`src/rtl/vgac_param.sv`:
```
// Parametrised VGA timing controller with framebuffer fetch and test patterns.
// Counters feed stage 1 (addresses, read strobe, delayed timing flags), which
// feeds stage 2 (pins). Sync, data enable and colour all leave two cycles after
// the counters, so they stay aligned on the connector.
module vgac_param #(
  parameter int H_ACTIVE = 640,
  parameter int H_FP     = 16,
  parameter int H_SYNC   = 96,
  parameter int H_BP     = 48,
  parameter int V_ACTIVE = 480,
  parameter int V_FP     = 10,
  parameter int V_SYNC   = 2,
  parameter int V_BP     = 33,
  parameter bit HS_POL   = 1'b0,
  parameter bit VS_POL   = 1'b0,
  parameter int CW       = 4,
  parameter int AW       = 10
) (
  input  logic            vga_clk,
  input  logic            clrn,
  input  logic [1:0]      mode,
  input  logic [3*CW-1:0] fill,
  input  logic [3*CW-1:0] d_in,
  output logic [AW-1:0]   row_addr,
  output logic [AW-1:0]   col_addr,
  output logic            rdn,
  output logic [CW-1:0]   r,
  output logic [CW-1:0]   g,
  output logic [CW-1:0]   b,
  output logic            hs,
  output logic            vs,
  output logic            de,
  output logic            frame_start,
  output logic            line_start
);

  localparam int H_TOTAL = H_SYNC + H_BP + H_ACTIVE + H_FP;
  localparam int V_TOTAL = V_SYNC + V_BP + V_ACTIVE + V_FP;
  localparam int H_OFF   = H_SYNC + H_BP;
  localparam int V_OFF   = V_SYNC + V_BP;
  localparam int BAR_W   = H_ACTIVE / 8;

  // Counters and the per-frame mode latch
  logic [AW-1:0] h_cnt_q, h_cnt_d;
  logic [AW-1:0] v_cnt_q, v_cnt_d;
  logic [1:0]    mode_q, mode_d;

  // Stage 1
  logic [AW-1:0] col_q, col_d;
  logic [AW-1:0] row_q, row_d;
  logic          rdn_q, rdn_d;
  logic          act1_q, act1_d;
  logic          hs1_q, hs1_d;
  logic          vs1_q, vs1_d;
  logic          fs1_q, fs1_d;
  logic          ls1_q, ls1_d;
  logic [1:0]    mode1_q, mode1_d;

  // Stage 2 (pins)
  logic            hs_q, hs_d;
  logic            vs_q, vs_d;
  logic            de_q, de_d;
  logic            fs_q, fs_d;
  logic            ls_q, ls_d;
  logic [3*CW-1:0] rgb_q, rgb_d;

  logic          h_wrap;
  logic          at_origin;
  logic          active;
  logic [1:0]    mode_eff;
  logic [7:1]    bar_ge;
  logic [2:0]    bar_idx;
  logic          grid_on;
  logic [3*CW-1:0] src;

  // Bar boundaries: one comparator per bar edge, index = number of edges passed
  for (genvar gi = 1; gi < 8; gi++) begin : g_bar
    assign bar_ge[gi] = (col_q >= AW'(gi * BAR_W));
  end
  assign bar_idx = 3'($countones(bar_ge));

  // Counter advance, mode latch and stage-1 next state
  always_comb begin
    h_wrap    = (h_cnt_q == AW'(H_TOTAL - 1));
    at_origin = (h_cnt_q == '0) && (v_cnt_q == '0);
    h_cnt_d   = h_wrap ? '0 : h_cnt_q + 1'b1;
    v_cnt_d   = v_cnt_q;
    if (h_wrap) begin
      v_cnt_d = (v_cnt_q == AW'(V_TOTAL - 1)) ? '0 : v_cnt_q + 1'b1;
    end
    // The new mode governs the frame starting at the origin, including that pixel
    mode_eff = at_origin ? mode : mode_q;
    mode_d   = mode_eff;
    active   = (h_cnt_q >= AW'(H_OFF)) && (h_cnt_q < AW'(H_OFF + H_ACTIVE)) &&
               (v_cnt_q >= AW'(V_OFF)) && (v_cnt_q < AW'(V_OFF + V_ACTIVE));
    col_d    = h_cnt_q - AW'(H_OFF);
    row_d    = v_cnt_q - AW'(V_OFF);
    rdn_d    = !(active && (mode_eff == 2'd0));
    act1_d   = active;
    hs1_d    = (h_cnt_q < AW'(H_SYNC)) ? HS_POL : ~HS_POL;
    vs1_d    = (v_cnt_q < AW'(V_SYNC)) ? VS_POL : ~VS_POL;
    fs1_d    = at_origin;
    ls1_d    = active && (h_cnt_q == AW'(H_OFF));
    mode1_d  = mode_eff;
  end

  // Pixel source selection and stage-2 next state
  always_comb begin
    grid_on = (col_q[3:0] == 4'd0) || (row_q[3:0] == 4'd0) ||
              (col_q == AW'(H_ACTIVE - 1)) || (row_q == AW'(V_ACTIVE - 1));
    case (mode1_q)
      2'd0:    src = d_in;
      // Bar colour bits: b = ~idx[0], g = ~idx[2], r = ~idx[1]
      2'd1:    src = {{CW{~bar_idx[0]}}, {CW{~bar_idx[2]}}, {CW{~bar_idx[1]}}};
      2'd2:    src = {(3*CW){grid_on}};
      default: src = fill;
    endcase
    rgb_d = act1_q ? src : '0;
    hs_d  = hs1_q;
    vs_d  = vs1_q;
    de_d  = act1_q;
    fs_d  = fs1_q;
    ls_d  = ls1_q;
  end

  // All state registers with synchronous active-low reset
  always_ff @(posedge vga_clk) begin
    if (!clrn) begin
      h_cnt_q <= '0;
      v_cnt_q <= '0;
      mode_q  <= 2'd0;
      col_q   <= '0;
      row_q   <= '0;
      rdn_q   <= 1'b1;
      act1_q  <= 1'b0;
      hs1_q   <= ~HS_POL;
      vs1_q   <= ~VS_POL;
      fs1_q   <= 1'b0;
      ls1_q   <= 1'b0;
      mode1_q <= 2'd0;
      hs_q    <= ~HS_POL;
      vs_q    <= ~VS_POL;
      de_q    <= 1'b0;
      fs_q    <= 1'b0;
      ls_q    <= 1'b0;
      rgb_q   <= '0;
    end else begin
      h_cnt_q <= h_cnt_d;
      v_cnt_q <= v_cnt_d;
      mode_q  <= mode_d;
      col_q   <= col_d;
      row_q   <= row_d;
      rdn_q   <= rdn_d;
      act1_q  <= act1_d;
      hs1_q   <= hs1_d;
      vs1_q   <= vs1_d;
      fs1_q   <= fs1_d;
      ls1_q   <= ls1_d;
      mode1_q <= mode1_d;
      hs_q    <= hs_d;
      vs_q    <= vs_d;
      de_q    <= de_d;
      fs_q    <= fs_d;
      ls_q    <= ls_d;
      rgb_q   <= rgb_d;
    end
  end

  assign col_addr    = col_q;
  assign row_addr    = row_q;
  assign rdn         = rdn_q;
  assign r           = rgb_q[CW-1:0];
  assign g           = rgb_q[2*CW-1:CW];
  assign b           = rgb_q[3*CW-1:2*CW];
  assign hs          = hs_q;
  assign vs          = vs_q;
  assign de          = de_q;
  assign frame_start = fs_q;
  assign line_start  = ls_q;

endmodule

```
`config.mk`:
```
export PLATFORM = sky130hd
export DESIGN_NAME = vgac_param
export DESIGN_NICKNAME = d
export VERILOG_FILES = /design/src/rtl/vgac_param.sv
export SDC_FILE = /design/constraint.sdc
export NUM_CORES = 1
export LEC_CHECK = 0
export ABC_AREA = 1
export CAP_MARGIN = 20
export CORE_MARGIN = 5
export CORE_UTILIZATION = 30
export DETAILED_ROUTE_END_ITERATION = 6
export GPL_ROUTABILITY_DRIVEN = 0
export HOLD_SLACK_MARGIN = 0.02
export SLEW_MARGIN = 25
export SYNTH_ARGS = -nofsm -noshare
export SYNTH_HDL_FRONTEND = slang
export SYNTH_SLANG_ARGS = --single-unit
export TNS_END_PERCENT = 5
```
`constraint.sdc`:
```
create_clock -name vga_clk -period 4.75 [get_ports vga_clk]
set_clock_uncertainty 0.05 [all_clocks]
set_input_delay 0.95 -clock vga_clk [delete_from_list [all_inputs] [get_ports vga_clk]]
set_output_delay 0.95 -clock vga_clk [all_outputs]
set_load 0.1 [all_outputs]
```
==> impl_table.tex <==
\begin{tabular}{lr}
\hline
Metric & Value \\
\hline
\multicolumn{2}{l}{\textbf{Timing}} \\
\quad Final worst-path setup slack & 1.34 ns \\
\quad Final min period & $\sim$3.4 ns \\
\quad Slew @ Worst Pin & roughly 1 ns \\
\quad Worst hold margin & approximately 0.37 ns \\
\quad Max-Slew Margin vs Limit & 0.330 \\
\quad Final number of hold-violating endpoints & 0 \\
\quad Number of max-slew violations in the final report & 0 \\
\quad Top achievable clock speed & 293 MHz \\
\quad Final setup violating endpoints & 0 \\
\quad RSZ-0062 raised after global routing & false \\
\quad Tcrit/Tclk final & 0.719 \\
\quad Setup total negative slack & 0 ns \\
\multicolumn{2}{l}{\textbf{Clocking}} \\
\quad Skew-Pair Late Insertion Delay & about 0.34 ns \\
\quad Number of gates given a new drive strength after cts & 0 \\
\quad Count of buffers added by post-CTS timing repair for setup & 0 \\
\quad Clk sinks & 65 \\
\quad Clock tree from TritonCTS & yes \\
\quad Depth of the CTS H-tree & 3 \\
\quad Total CTS buffers & 9 \\
\quad Max Root-Sink Buffers & 2 \\
\quad Number of hold-repair buffers added at the cts stage & 0 \\
\quad Library cell used as clock root buffer & sky130\_fd\_sc\_hd\_\_clkbuf\_8 \\
\quad Register clock-pin slew on the reported worst setup and hold paths & 0.08 ns \\
\multicolumn{2}{l}{\textbf{Synthesis}} \\
\quad Area share of the largest cell type after synthesis & 0.410 \\
\quad Count of synthesis-stage warnings from yosys & 0 \\
\quad FF+latch count, synth & between 60 and 70 \\
\quad Per-instance average area after synthesis & a little over 7 um\^{}2 \\
\quad Proportion of synthesized chip area in sequential cells & 0.410 \\
\quad Synthesized Nets & about 490 \\
\quad Netlist Area Pre-Place & between 0.003 and 0.004 mm\^{}2 \\
\quad Top cells by area in the synthesized netlist & sky130\_fd\_sc\_hd\_\_dfxtp\_1 (41\%), sky130\_fd\_sc\_hd\_\_nand2\_1 (11\%), sky130\_fd\_sc\_hd\_\_nor2\_1 (8.2\%), sky130\_fd\_sc\_hd\_\_inv\_1 (7.5\%), sky130\_fd\_sc\_hd\_\_nand3\_1 (5.1\%) \\
\quad Gate Count Post-Synth & between 400 and 500 \\
\quad Number of distinct standard cells referenced by the synthesized netlist & 32 \\
\quad Post-synthesis cell type with the largest combined area & sky130\_fd\_sc\_hd\_\_dfxtp\_1 \\
\multicolumn{2}{l}{\textbf{Worst setup path}} \\
\quad Most common cell on crit path & sky130\_fd\_sc\_hd\_\_fa\_1 \\
\quad Startpoint of the worst-slack reg-to-reg timing path & col\_addr[8] \\
\quad Buf+Inv Stages, Crit Path & 3 \\
\quad Critical path start-end classification & register to register \\
\quad Worst path top cell family by delay & adder cells \\
\quad Beginning of the critical path & col\_addr[8] \\
\quad Largest fanout on the critical path & 8 \\
\quad CP peak stage delay & between 0.5 and 0.6 ns \\
\quad Worst Setup EP & rgb\_q[0] \\
\quad Reg2Reg Setup Slack & 1.34 ns \\
\quad Startpoint types & register \\
\quad Reg2Reg Depth & 12 \\
\quad Cells along the critical path & nor2\_1 -> inv\_1 -> a211oi\_1 -> fa\_1 -> fa\_1 -> inv\_1 -> fa\_1 -> fa\_1 -> nand3b\_1 -> nand3\_1 -> nand2\_1 -> inv\_1 \\
\quad Total number of cells along the worst setup path & 12 \\
\quad Element type at the critical path end & register \\
\quad Req. time, crit path & 4.94 ns \\
\quad Capture point of the worst reg-to-reg path & rgb\_q[0] \\
\quad Worst-path cell with the longest stage delay & sky130\_fd\_sc\_hd\_\_fa\_1 \\
\quad Arrival @ worst endpoint & around 3.6 ns \\
\multicolumn{2}{l}{\textbf{Power and ir drop}} \\
\quad Power dissipated by switching net loads & 0.374 mW \\
\quad Overall power of the completed layout & around 1.3 mW \\
\quad Sequential group share of total power & 0.453 \\
\quad Internal portion of total power & between 0.8 and 0.9 mW \\
\quad PwrDens & 302 mW/mm\^{}2 \\
\quad Proportion of power drawn by the clock network & 0.385 \\
\quad Leak Pwr & 1.96 nW \\
\quad Switching part of the total & 0.296 \\
\quad Combinational share of power & 0.162 \\
\quad Peak supply drop & around 0.00015 V \\
\multicolumn{2}{l}{\textbf{Floorplanning}} \\
\quad Total Die Area & around 0.013 mm\^{}2 \\
\quad Top Ports & 66 \\
\quad Core outline area & between 0.01 and 0.015 mm\^{}2 \\
\quad Die height & around 110 um \\
\quad Die Wd & about 110 um \\
\quad Rows & 37 \\
\quad Starting utilization of the core area & 0.307 \\
\multicolumn{2}{l}{\textbf{Placement}} \\
\quad HPWL after detailed placement & slightly above 6000 um \\
\quad Post-place setup slack & 1.31 ns \\
\quad Placed cell areas & 0.00397 mm\^{}2 \\
\quad Number of I/O port buffers & 65 \\
\quad Number of cells in the design after placement & $\sim$640 \\
\multicolumn{2}{l}{\textbf{Flow run}} \\
\quad Max cap viols & 0 \\
\multicolumn{2}{l}{\textbf{Drt}} \\
\quad Routed vias/inst & around 4.5 \\
\quad Detailed Route WL & slightly above 8000 um \\
\quad Detailed-route via count & around 3.0k \\
\quad Post-DRT Antenna Nets & 0 \\
\quad Routed wirelength normalized by instance count & approximately 12 um \\
\quad Number of design-rule violations left by the first detailed-router iteration & 200 \\
\quad DRC violation count after routing & 0 \\
\quad Drt first pass iters & 4 \\
\multicolumn{2}{l}{\textbf{Global route}} \\
\quad Pin count of the biggest net entering global routing & 20 \\
\quad Global-route usage over all layers & 0.130 \\
\quad Wire length of the first global-routing pass & roughly 13,000 um \\
\quad Number of global-route vias before repair & 2,827 \\
\quad Initial antenna violation count & 0 \\
\quad Residual overflow from global routing & 0 \\
\multicolumn{2}{l}{\textbf{Finish}} \\
\quad Commonest non-fill, non-tap cells in the layout & sky130\_fd\_sc\_hd\_\_nand2\_1 (89), sky130\_fd\_sc\_hd\_\_nor2\_1 (69), sky130\_fd\_sc\_hd\_\_dfxtp\_1 (65), sky130\_fd\_sc\_hd\_\_clkdlybuf4s50\_1 (65), sky130\_fd\_sc\_hd\_\_inv\_1 (63) \\
\quad Antenna cells & 0 \\
\quad Non-filler instance count after layout & 655 \\
\quad Area growth from synthesis to layout & 31.6\% \\
\quad Count of nets after finishing & around 550 \\
\quad Cell area after layout & 0.00417 mm\^{}2 \\
\quad Fill cell count & between 1k and 1.5k \\
\quad Share of cells above drive strength 1 & 0.0886 \\
\quad Final standard cell utilization of the core & 0.404 \\
\quad Leading cell type in the layout, fill and taps excluded & sky130\_fd\_sc\_hd\_\_nand2\_1 \\
\multicolumn{2}{l}{\textbf{Min path}} \\
\quad Worst hold path class & register to register \\
\multicolumn{2}{l}{\textbf{Outcome}} \\
\quad Status & finished clean \\
\hline
\end{tabular}
synth_stat cells:
cell,instances
sky130_fd_sc_hd__inv_2,5
sky130_fd_sc_hd__buf_1,1
sky130_fd_sc_hd__o21ai_1,9
sky130_fd_sc_hd__fa_1,4
sky130_fd_sc_hd__dfxtp_1,65
sky130_fd_sc_hd__nand3_1,32
sky130_fd_sc_hd__o21ai_0,12
sky130_fd_sc_hd__nor2_4,4
sky130_fd_sc_hd__nor3_2,5
sky130_fd_sc_hd__clkinv_1,1
sky130_fd_sc_hd__a211oi_1,2
sky130_fd_sc_hd__buf_2,4
sky130_fd_sc_hd__nand4_1,6
sky130_fd_sc_hd__xor2_1,7
sky130_fd_sc_hd__inv_1,63
sky130_fd_sc_hd__nand3_2,3
sky130_fd_sc_hd__o311ai_0,1
sky130_fd_sc_hd__clkinv_2,1
sky130_fd_sc_hd__clkbuf_1,4
sky130_fd_sc_hd__nand2_2,6
sky130_fd_sc_hd__nor3_1,2
sky130_fd_sc_hd__o21a_1,1
sky130_fd_sc_hd__a21oi_1,29
sky130_fd_sc_hd__nor2_2,1
sky130_fd_sc_hd__ha_1,8
sky130_fd_sc_hd__nor2_1,69
sky130_fd_sc_hd__a31oi_1,2
sky130_fd_sc_hd__nand2_1,89
sky130_fd_sc_hd__and2_1,1
sky130_fd_sc_hd__nand3b_1,4
sky130_fd_sc_hd__nor4_1,1
sky130_fd_sc_hd__or2_2,3
sequential cells by signal (all words and copies together) (netlist names):
name / flops
frame_start: 1
row_addr: 10
line_start: 1
hs1_q: 1
rdn: 1
ls1_q: 1
fs1_q: 1
rgb_q: 12
col_addr: 10
vs: 1
v_cnt_q: 10
hs: 1
act1_q: 1
de: 1
h_cnt_q: 10
vs1_q: 1
mode1_q: 2
routing by layer:
metal  share of wire  track usage  routed length, um
met1            0.44        0.154               3580
met2            0.47        0.223               3820
met3           0.066       0.0380                533
met4           0.015       0.0441                122
met5               0            0                  0
worst min-delay path by stage:
stage | endpoint | cells after the start | startpoint | slack, ns
after floorplan | frame_start | 2 | fs1_q | 0.34
after global placement | frame_start | 2 | fs1_q | 0.35
after detailed placement | hs | 1 | hs1_q | 0.35
after CTS | hs | 1 | hs1_q | 0.37
after global routing | vs | 1 | vs1_q | 0.40
final | vs | 1 | vs1_q | 0.37
power groups by stage:
stage	clock network, mW	logic [mW]	registers [mW]
floorplan	0	0.0827	0.645
global placement	0	0.205	0.583
detailed placement	0	0.206	0.584
CTS	0.498	0.207	0.571
global route	0.522	0.225	0.574
finish	0.486	0.205	0.571
cell type report:
type,instances,area (um^2),area share
Sequential cell,65,1300,0.312
Clock buffer,10,138,0.0330
Multi-Input combinational cell,301,1570,0.375
Inverter,70,264,0.0633
Clock inverter,6,67.6,0.0162
Timing Repair Buffer,67,666,0.160
Tap cell,136,170,0.0408
logic make-up (layout without fill, tap and decap cells):
family,after synthesis,count (layout),synth area share
flops,65,65,0.410
xor+xnor,7,7,0.0193
compound gates,56,56,0.0927
fa+ha+maj,12,12,0.0568
simple gates,226,226,0.325
buf+inv,79,153,0.0955
No activity file was read; power rests on OpenSTA's default activity.
